--- config.mk ---
export PLATFORM = sky130hd
export DESIGN_NAME = param_sync_fifo
export DESIGN_NICKNAME = d
export VERILOG_FILES = /design/src/rtl/fifo_pkg.sv /design/src/rtl/fifo_wrap_ptr.sv /design/src/rtl/param_sync_fifo.sv
export SDC_FILE = /design/constraint.sdc
export NUM_CORES = 1
export LEC_CHECK = 0
export BUFFER_PORTS_ARGS = -buffer_cell sky130_fd_sc_hd__buf_2
export CAP_MARGIN = 10
export CORE_UTILIZATION = 50
export CTS_BUF_LIST = sky130_fd_sc_hd__clkbuf_4
export DETAILED_ROUTE_END_ITERATION = 6
export PLACE_DENSITY = 0.75
export SETUP_SLACK_MARGIN = 0.5
export SLEW_MARGIN = 10
export SYNTH_ARGS = -nofsm -noshare
export SYNTH_HDL_FRONTEND = slang
export SYNTH_SLANG_ARGS = --single-unit
--- constraint.sdc ---
create_clock -name clk -period 1.65 [get_ports clk]
set_input_delay 0.0825 -clock clk [delete_from_list [all_inputs] [get_ports clk]]
set_output_delay 0.0825 -clock clk [all_outputs]
set_load 0.03 [all_outputs]
--- src/rtl/fifo_pkg.sv ---
// Shared helpers for the parametrised single-clock FIFO: width functions for
// the occupancy counter and the wrapping pointers, plus reset values of the
// registered status outputs.
package fifo_pkg;

   // Occupancy counter must represent 0..DEPTH inclusive
   function automatic int fifo_cnt_w(input int depth);
      return $clog2(depth + 1);
   endfunction

   // Pointer must address 0..DEPTH-1; never narrower than one bit
   function automatic int fifo_ptr_w(input int depth);
      return (depth < 2) ? 1 : $clog2(depth);
   endfunction

   localparam logic RST_EMPTY  = 1'b1;
   localparam logic RST_FULL   = 1'b0;
   localparam logic RST_AEMPTY = 1'b1;
   localparam logic RST_AFULL  = 1'b0;
   localparam logic RST_ERR    = 1'b0;
   localparam logic RST_VALID  = 1'b0;

endpackage

--- src/rtl/fifo_wrap_ptr.sv ---
// Wrapping pointer register: advances by one when inc is high and wraps from
// DEPTH-1 back to 0 explicitly, so any DEPTH works (no power-of-two masking).
module fifo_wrap_ptr
   import fifo_pkg::*;
#(
   parameter int DEPTH = 3,
   parameter int PTR_W = fifo_ptr_w(DEPTH)
) (
   input  logic             clk,
   input  logic             rst,
   input  logic             inc,
   output logic [PTR_W-1:0] ptr
);

   logic [PTR_W-1:0] ptr_reg;
   logic [PTR_W-1:0] ptr_next;

   // Next pointer: hold, increment, or wrap at the last entry
   always_comb begin
      ptr_next = ptr_reg;
      if (inc) begin
         if (ptr_reg == PTR_W'(DEPTH - 1)) begin
            ptr_next = '0;
         end else begin
            ptr_next = ptr_reg + PTR_W'(1);
         end
      end
   end

   // Pointer register with synchronous reset
   always_ff @(posedge clk) begin
      if (rst) begin
         ptr_reg <= '0;
      end else begin
         ptr_reg <= ptr_next;
      end
   end

   assign ptr = ptr_reg;

endmodule

--- src/rtl/param_sync_fifo.sv ---
// Parametrised single-clock FIFO with occupancy count, almost-full/empty
// thresholds and sticky overflow/underflow flags. DEPTH need not be 2^n.
// Optional macro FIFO_FWFT_EN selects first-word fall-through output;
// without it reads have one cycle of latency through a registered rdata.
module param_sync_fifo
   import fifo_pkg::*;
#(
   parameter int WIDTH     = 4,
   parameter int DEPTH     = 3,
   parameter int AFULL_TH  = 2,
   parameter int AEMPTY_TH = 1,
   parameter int CNT_W     = fifo_cnt_w(DEPTH),
   parameter int PTR_W     = fifo_ptr_w(DEPTH)
) (
   input  logic             clk,
   input  logic             rst,
   input  logic             wr_en,
   input  logic [WIDTH-1:0] wdata,
   input  logic             rd_en,
   output logic [WIDTH-1:0] rdata,
   output logic             rd_valid,
   output logic             full,
   output logic             empty,
   output logic             almost_full,
   output logic             almost_empty,
   output logic [CNT_W-1:0] count,
   output logic             overflow,
   output logic             underflow,
   input  logic             clr_err
);

   logic [WIDTH-1:0] mem [DEPTH];

   logic [PTR_W-1:0] wptr;
   logic [PTR_W-1:0] rptr;
   logic [CNT_W-1:0] count_reg;
   logic [CNT_W-1:0] count_next;
   logic             empty_reg;
   logic             full_reg;
   logic             afull_reg;
   logic             aempty_reg;
   logic             ovf_reg;
   logic             udf_reg;
   logic             rd_acc;
   logic             wr_acc;

   // A read needs data; a write into a full FIFO only goes if a read frees a slot
   // the same edge. No pass-through: an empty FIFO rejects the read even if a write lands.
   always_comb begin
      rd_acc = rd_en & ~empty_reg;
      wr_acc = wr_en & (~full_reg | rd_acc);
   end

   fifo_wrap_ptr #(.DEPTH(DEPTH), .PTR_W(PTR_W)) u_wptr (
      .clk (clk),
      .rst (rst),
      .inc (wr_acc),
      .ptr (wptr)
   );

   fifo_wrap_ptr #(.DEPTH(DEPTH), .PTR_W(PTR_W)) u_rptr (
      .clk (clk),
      .rst (rst),
      .inc (rd_acc),
      .ptr (rptr)
   );

   // Occupancy after this edge; the status flags are derived from it
   always_comb begin
      case ({wr_acc, rd_acc})
         2'b10:   count_next = count_reg + CNT_W'(1);
         2'b01:   count_next = count_reg - CNT_W'(1);
         default: count_next = count_reg;
      endcase
   end

   // Storage write; contents are intentionally left untouched by reset
   always_ff @(posedge clk) begin
      if (wr_acc && !rst) begin
         mem[wptr] <= wdata;
      end
   end

   // Count and status flags, registered together so they agree every cycle
   always_ff @(posedge clk) begin
      if (rst) begin
         count_reg  <= '0;
         empty_reg  <= RST_EMPTY;
         full_reg   <= RST_FULL;
         afull_reg  <= RST_AFULL;
         aempty_reg <= RST_AEMPTY;
      end else begin
         count_reg  <= count_next;
         empty_reg  <= (count_next == '0);
         full_reg   <= (count_next == CNT_W'(DEPTH));
         afull_reg  <= (count_next >= CNT_W'(AFULL_TH));
         aempty_reg <= (count_next <= CNT_W'(AEMPTY_TH));
      end
   end

   // Sticky error flags; a new violation beats a simultaneous clear
   always_ff @(posedge clk) begin
      if (rst) begin
         ovf_reg <= RST_ERR;
         udf_reg <= RST_ERR;
      end else begin
         if (wr_en && !wr_acc) begin
            ovf_reg <= 1'b1;
         end else if (clr_err) begin
            ovf_reg <= 1'b0;
         end
         if (rd_en && !rd_acc) begin
            udf_reg <= 1'b1;
         end else if (clr_err) begin
            udf_reg <= 1'b0;
         end
      end
   end

`ifdef FIFO_FWFT_EN
   // Head of queue is always on display; rd_en just acknowledges it
   assign rdata    = mem[rptr];
   assign rd_valid = ~empty_reg;
`else
   logic [WIDTH-1:0] rdata_reg;
   logic             rd_valid_reg;

   // Registered read port: popped word appears after the accepting edge
   always_ff @(posedge clk) begin
      if (rst) begin
         rdata_reg    <= '0;
         rd_valid_reg <= RST_VALID;
      end else begin
         rd_valid_reg <= rd_acc;
         if (rd_acc) begin
            rdata_reg <= mem[rptr];
         end
      end
   end

   assign rdata    = rdata_reg;
   assign rd_valid = rd_valid_reg;
`endif

   assign count        = count_reg;
   assign empty        = empty_reg;
   assign full         = full_reg;
   assign almost_full  = afull_reg;
   assign almost_empty = aempty_reg;
   assign overflow     = ovf_reg;
   assign underflow    = udf_reg;

endmodule

==> results.toml, run 1 <==
[run_status]
status = "finished, final reports clean"

[sta]
setup_viol = 0
worst_slack_ps = 69.0
finClkSkew_ps = 3.01
tns_ps = 0
slew_viol_final = 0
finalCritPeriodShare_pct = 95.8
slew_headroom_pct = 74.0
rsz0062_at_grt = "yes"
worst_pin_slew_ps = 390
hold_violations = 0
fmax_mhz = 633
min_period_ps = 1580

[grt]
grt_max_degree = 20
grt_pass1_wl_mm = 3.69
antenna_found_initial = 0
grt_pass1_vias = 799
grt_overflow = 0
grtUsageTotal_pct = 21.1

[synth]
syn_area_mm2 = 0.00114
synth-compound-area-share_pct = 12.8
synthCells = 101
synth_top_cell_area_share_pct = 31.6
netlist.top_cell.by_area = "edfxtp_1"
avgSynthCellArea_um2 = 11.3
synth-simple-area-share_pct = 14.4
yosys-top-cells-area = "edfxtp_1, dfxtp_1, mux2_2"
ys_seq_elements = 28
syn_nets = 111
yosysWarnings = 0
synth_fa_ha_area_share_pct = 1.10
yosysSeqAreaShare_pct = 59.6
synth_top_family_by_area = "simple AND/OR/NAND/NOR gates"
ys_types = 34
synthMuxAreaShare_pct = 5.81
synth_xor_area_share_pct = 0.768

[finish]
final_common_cell = "buf_2"
fill_cells = 130
largest_register_ffs = 12
layout_common_cells = "buf_2, dfxtp_1, edfxtp_1, buf_4, a21oi_1"
layout.nets = 146
final_cells = 162
antennaDiodeCount = 0
drive_above_1_share_pct = 45.2
area_delta_synth_final_pct = 33.0

[critical_path]
start_kind = "flop"
r2r_slack_ps = 70
r2r_end = "full$_SDFF_PP0_"
reg2reg_depth = 6
worst_r2r_startpoint = "empty$_SDFF_PP1_"
crit_fanout = 6
crit_end = "full$_SDFF_PP0_"
critical_path_class = "flop to flop"
critPathCaptureType = "flop"
cp.arrival_ps = 1860
crit_required_ps = 1930
crit_start = "empty$_SDFF_PP1_"

[cts]
ctsRootBufferMaster = "clkbuf_4"
cts_sinks = 28
clkLatencyLatePin_ps = 330
max-clock-path-buffers = 2
clk_pin_slew_ps = 140
cts-htree-levels = 1
tritoncts = "built"
cts_buffers = 3

[route]
wl_met2_mm = 1.18
first_iter_violations = 20
wl_per_cell_um = 14.6
via_per_inst = 5.22
routed.top_layer = "met4"
firstDrtPassIters = 4
wirelength_mm = 2.36
met3_length_um = 93
wl_met1_mm = 1.03
drt.antenna.violating_nets = 0
vias = 846
drcViolationCount = 0

[die]
fp.coreArea_mm2 = 0.00206
placementRows = 16
die_w_um = 49.8
die-height_um = 49.8
dieArea_mm2 = 0.00248
ioPinCount = 22
initial_core_util_pct = 55.3

[pwr]
pwr-share-comb_pct = 22.4
p_int_w = 0.00119
p_leak_nw = 0.603
powerDensity_mw_per_mm2 = 1080
seqPwrFrac_pct = 50.2
pwr-share-clk_pct = 27.4
vdd_ir_drop_max_uv = 813
p_sw_share_pct = 27.3
p_sw_w = 0.000446

[place]
place_inst = 147
io_buffers = 21
gp_congestion = 0.692
place_ws_ps = 68.6
hpwl_mm = 1.34

[worst_hold_path]
holdCritPathClass = "primary input to flop"
hp-start = "rd_en"

[job]
max_cap_violations = 0
==> synth_stat cells <==
library cell,number
a21oi_2,1
and2_1,1
and3_1,1
o32ai_1,1
ha_1,1
xnor2_1,1
nand2_1,6
nor2_1,6
a31oi_1,1
clkinv_1,1
mux2_2,5
buf_2,2
or3_1,1
nor3_1,3
nand2b_1,5
buf_1,1
buf_4,1
mux2i_1,1
nor2b_1,4
o211ai_1,5
clkbuf_1,1
o31ai_1,1
dfxtp_1,16
inv_1,6
buf_6,1
nand2b_4,1
o21ai_0,3
edfxtp_1,12
a22oi_1,1
a21boi_2,1
nand3b_1,1
a32oi_1,1
or4_1,1
a21oi_1,7
==> critical path, stage by stage, from the launching register on <==
cell and delay (ps):
dfxtp_4 380, nand2b_4 150, a21boi_4 140, inv_2 60, ha_4 230, or4_4 420, a21oi_2 150
==> metrics by stage <==
| step | util, % | area [µm²] | power [W] | hold WS (ps) |
|---|---|---|---|---|
| global placement | 63.2 | 1300 | 0.00112 | 280 |
| finish | 73.6 | 1520 | 0.00163 | 43.0 |
| global route | 73.6 | 1520 | 0.00170 | 53.8 |
| floorplan | - | 1170 | 0.00104 | 181 |
| CTS | 72.2 | 1490 | 0.00162 | 39.2 |
| detailed placement | 63.2 | 1300 | 0.00112 | 286 |
==> metal layers <==
metal  up-vias  track usage, %
met2        23            34.9
met4         0            9.52
met5         -               0
li1        421               -
met3         8            6.79
met1       394            24.8
==> power groups by stage <==
| stage | Combinational (W) | Sequential [W] | Clock [W] |
|---|---|---|---|
| floorplan | 0.000166 | 0.000878 | 0 |
| global placement | 0.000291 | 0.000824 | 0 |
| detailed placement | 0.000297 | 0.000826 | 0 |
| CTS | 0.000351 | 0.000814 | 0.000453 |
| global route | 0.000391 | 0.000830 | 0.000477 |
| finish | 0.000366 | 0.000821 | 0.000447 |
==> how the worst min path moves through the flow <==
stage                                  end  slack (ps)  cells past startpoint
floorplan              mem[0][0]$_DFFE_PP_         180                      0
global placement       mem[1][3]$_DFFE_PP_         280                      1
detailed placement     mem[0][3]$_DFFE_PP_         290                      1
CTS                 underflow$_SDFFE_PP0P_          40                      3
global route        underflow$_SDFFE_PP0P_          50                      3
finish              underflow$_SDFFE_PP0P_          40                      3
==> area by class of cell <==
type                            instances  area [µm²]  area share [%]
Sequential cell                        28         691            45.5
Clock inverter                          1        30.0            1.98
Clock buffer                            3        22.5            1.48
Multi-Input combinational cell         60         475            31.3
Tap cell                               27        33.8            2.23
Timing Repair Buffer                   36         239            15.7
Inverter                                7        26.3            1.73
==> cells by family after synthesis <==
group,after synthesis
AO/OA/AOI/OAI,22
AND/OR/NAND/NOR,30
XOR/XNOR,1
adder cells (fa/ha/maj),1
buffers and inverters,13
multiplexers,6
flip-flops,28
==> what timing repair did <==
action	in CTS	in global routing
hold endpoints to repair	12	0
setup buffers	7	0
endpoints found under the setup margin	24	30
hold buffers	4	0
gates resized for setup	15	10
pin swaps	10	11
(Power assumes the default switching activity.)
==> run 2: changes to the inputs <==
- HOLD_SLACK_MARGIN: unset -> 0.06
==> results.toml, run 2 (synthesis results as in run 1) <==
[critical_path]
r2r_slack_ps = 90
path_cells = "nand2b_4 -> a21boi_4 -> inv_2 -> ha_4 -> xnor2_2 -> nor2_2 -> mux2_4"
slowest_stage = "dfxtp_4"
crit_required_ps = 1890
critPathCaptureType = "flop"
start_kind = "flop"
cp.arrival_ps = 1800
cp_slowest_stage_delay_ps = 380
crit_family = "flip-flops"
critical_path_class = "flop to flop"
critPathBufInv = 1
crit_fanout = 4

[finish]
drive_above_1_share_pct = 44.2
largest_register_ffs = 12
final_common_cell = "buf_2"
antennaDiodeCount = 0
layout.nets = 149
multi_input_area_um2 = 475
fill_cells = 128
final_cells = 165
layout_common_cells = "buf_2, dfxtp_1, edfxtp_1, buf_4, dlygate4sd3_1"
seq_area_um2 = 691
area_delta_synth_final_pct = 35.6

[sta]
worst_pin_slew_ps = 379
hold_violations = 0
rsz0062_at_grt = "yes"
finalCritPeriodShare_pct = 94.8
fmax_mhz = 639
finClkSkew_ps = 1.56
min_period_ps = 1560
slew_viol_final = 0
slew_headroom_pct = 74.7
setup_viol = 0

[route]
first_iter_violations = 17
drcViolationCount = 0
wl_per_cell_um = 14.1
vias = 847
via_per_inst = 5.13
wirelength_mm = 2.32
drt.antenna.violating_nets = 0
firstDrtPassIters = 4

[die]
placementRows = 16
dieArea_mm2 = 0.00248
die-height_um = 49.8
fp.coreArea_mm2 = 0.00206
ioPinCount = 22
initial_core_util_pct = 55.3
die_w_um = 49.8

[grt]
antenna_found_initial = 0
grtUsageTotal_pct = 21.4
grt_max_degree = 20
grt_overflow = 0
grt_pass1_wl_mm = 3.75
grt_pass1_vias = 829

[pwr]
powerDensity_mw_per_mm2 = 1060
vdd_ir_drop_max_uv = 820
total_power_w = 0.00164
p_leak_nw = 0.616

[cts]
cts_buffers = 3
ctsRootBufferMaster = "clkbuf_4"
clkLatencyLatePin_ps = 330
tritoncts = "built"
clk_pin_slew_ps = 140
max-clock-path-buffers = 2
cts-htree-levels = 1
cts_sinks = 28

[place]
place_inst = 147
io_buffers = 21
hpwl_mm = 1.34
gp_congestion = 0.692

[job]
max_cap_violations = 0

[run_status]
status = "finished, final reports clean"

[worst_hold_path]
holdCritPathClass = "primary input to flop"
## run 2: cell count changes in the layout (fill, tap and decap cells not counted), sizes merged
| cell | before | now |
|---|---|---|
| dlygate4sd3 | 4 | 7 |
## run 2: repair_timing
action | CTS | global route
hold buffers | 7 | 0
setup endpoints to repair | 24 | 30
cloned | 0 | 0
pin swaps | 10 | 11
setup buffers | 7 | 0
endpoints found under the hold margin | 14 | 0
gates resized for setup | 15 | 10
## run 2: layout make-up
cell class | count | share of cell area (%)
clock buffer | 3 | 1.46
clock inverter | 1 | 1.94
inverter | 7 | 1.70
multi-input combinational | 60 | 30.7
sequential | 28 | 44.6
tap | 27 | 2.18
timing repair buffer | 39 | 17.4
## run 2: where the power goes
group / switching [W] / internal [W] / leakage (nW)
logic: 0.000199 / 0.000171 / 0.346
clock network: 0.000200 / 0.000246 / 0.0279
registers: 0.0000450 / 0.000776 / 0.242
## run 2: final timing paths
kind / to / from / cells after the start
max: count[1]$_SDFF_PP0_ / empty$_SDFF_PP1_ / 7
min reg2reg: rdata[1]$_SDFFE_PP0P_ / rdata[1]$_SDFFE_PP0P_ / 2
min: underflow$_SDFFE_PP0P_ / rst / 2
max reg2reg: count[1]$_SDFF_PP0_ / empty$_SDFF_PP1_ / 7
## run 2: routing by layer
layer / track usage (%) / part of all wire, %
met1: 25.1 / 43
met2: 35.1 / 50
met3: 6.79 / 5.7
met4: 10.5 / 1.2
met5: 0 / 0
## run 2: stage by stage
step | hold WS [ps] | setup WS, ps | util [%] | setup TNS (ps) | area [µm²]
after floorplan | 181 | -106 | - | -130 | 1170
after global placement | 280 | 99.3 | 63.2 | 0 | 1300
after detailed placement | 286 | 68.6 | 63.2 | 0 | 1300
after CTS | 118 | 85.1 | 73.7 | 0 | 1520
after global routing | 134 | 29.2 | 75.1 | 0 | 1550
final | 127 | 85.1 | 75.1 | 0 | 1550
## run 2: worst register-to-register path: stages (launching register included)
cell	delay, ps
dfxtp_4	380
nand2b_4	150
a21boi_4	140
inv_2	50
ha_4	170
xnor2_2	130
nor2_2	150
mux2_4	310
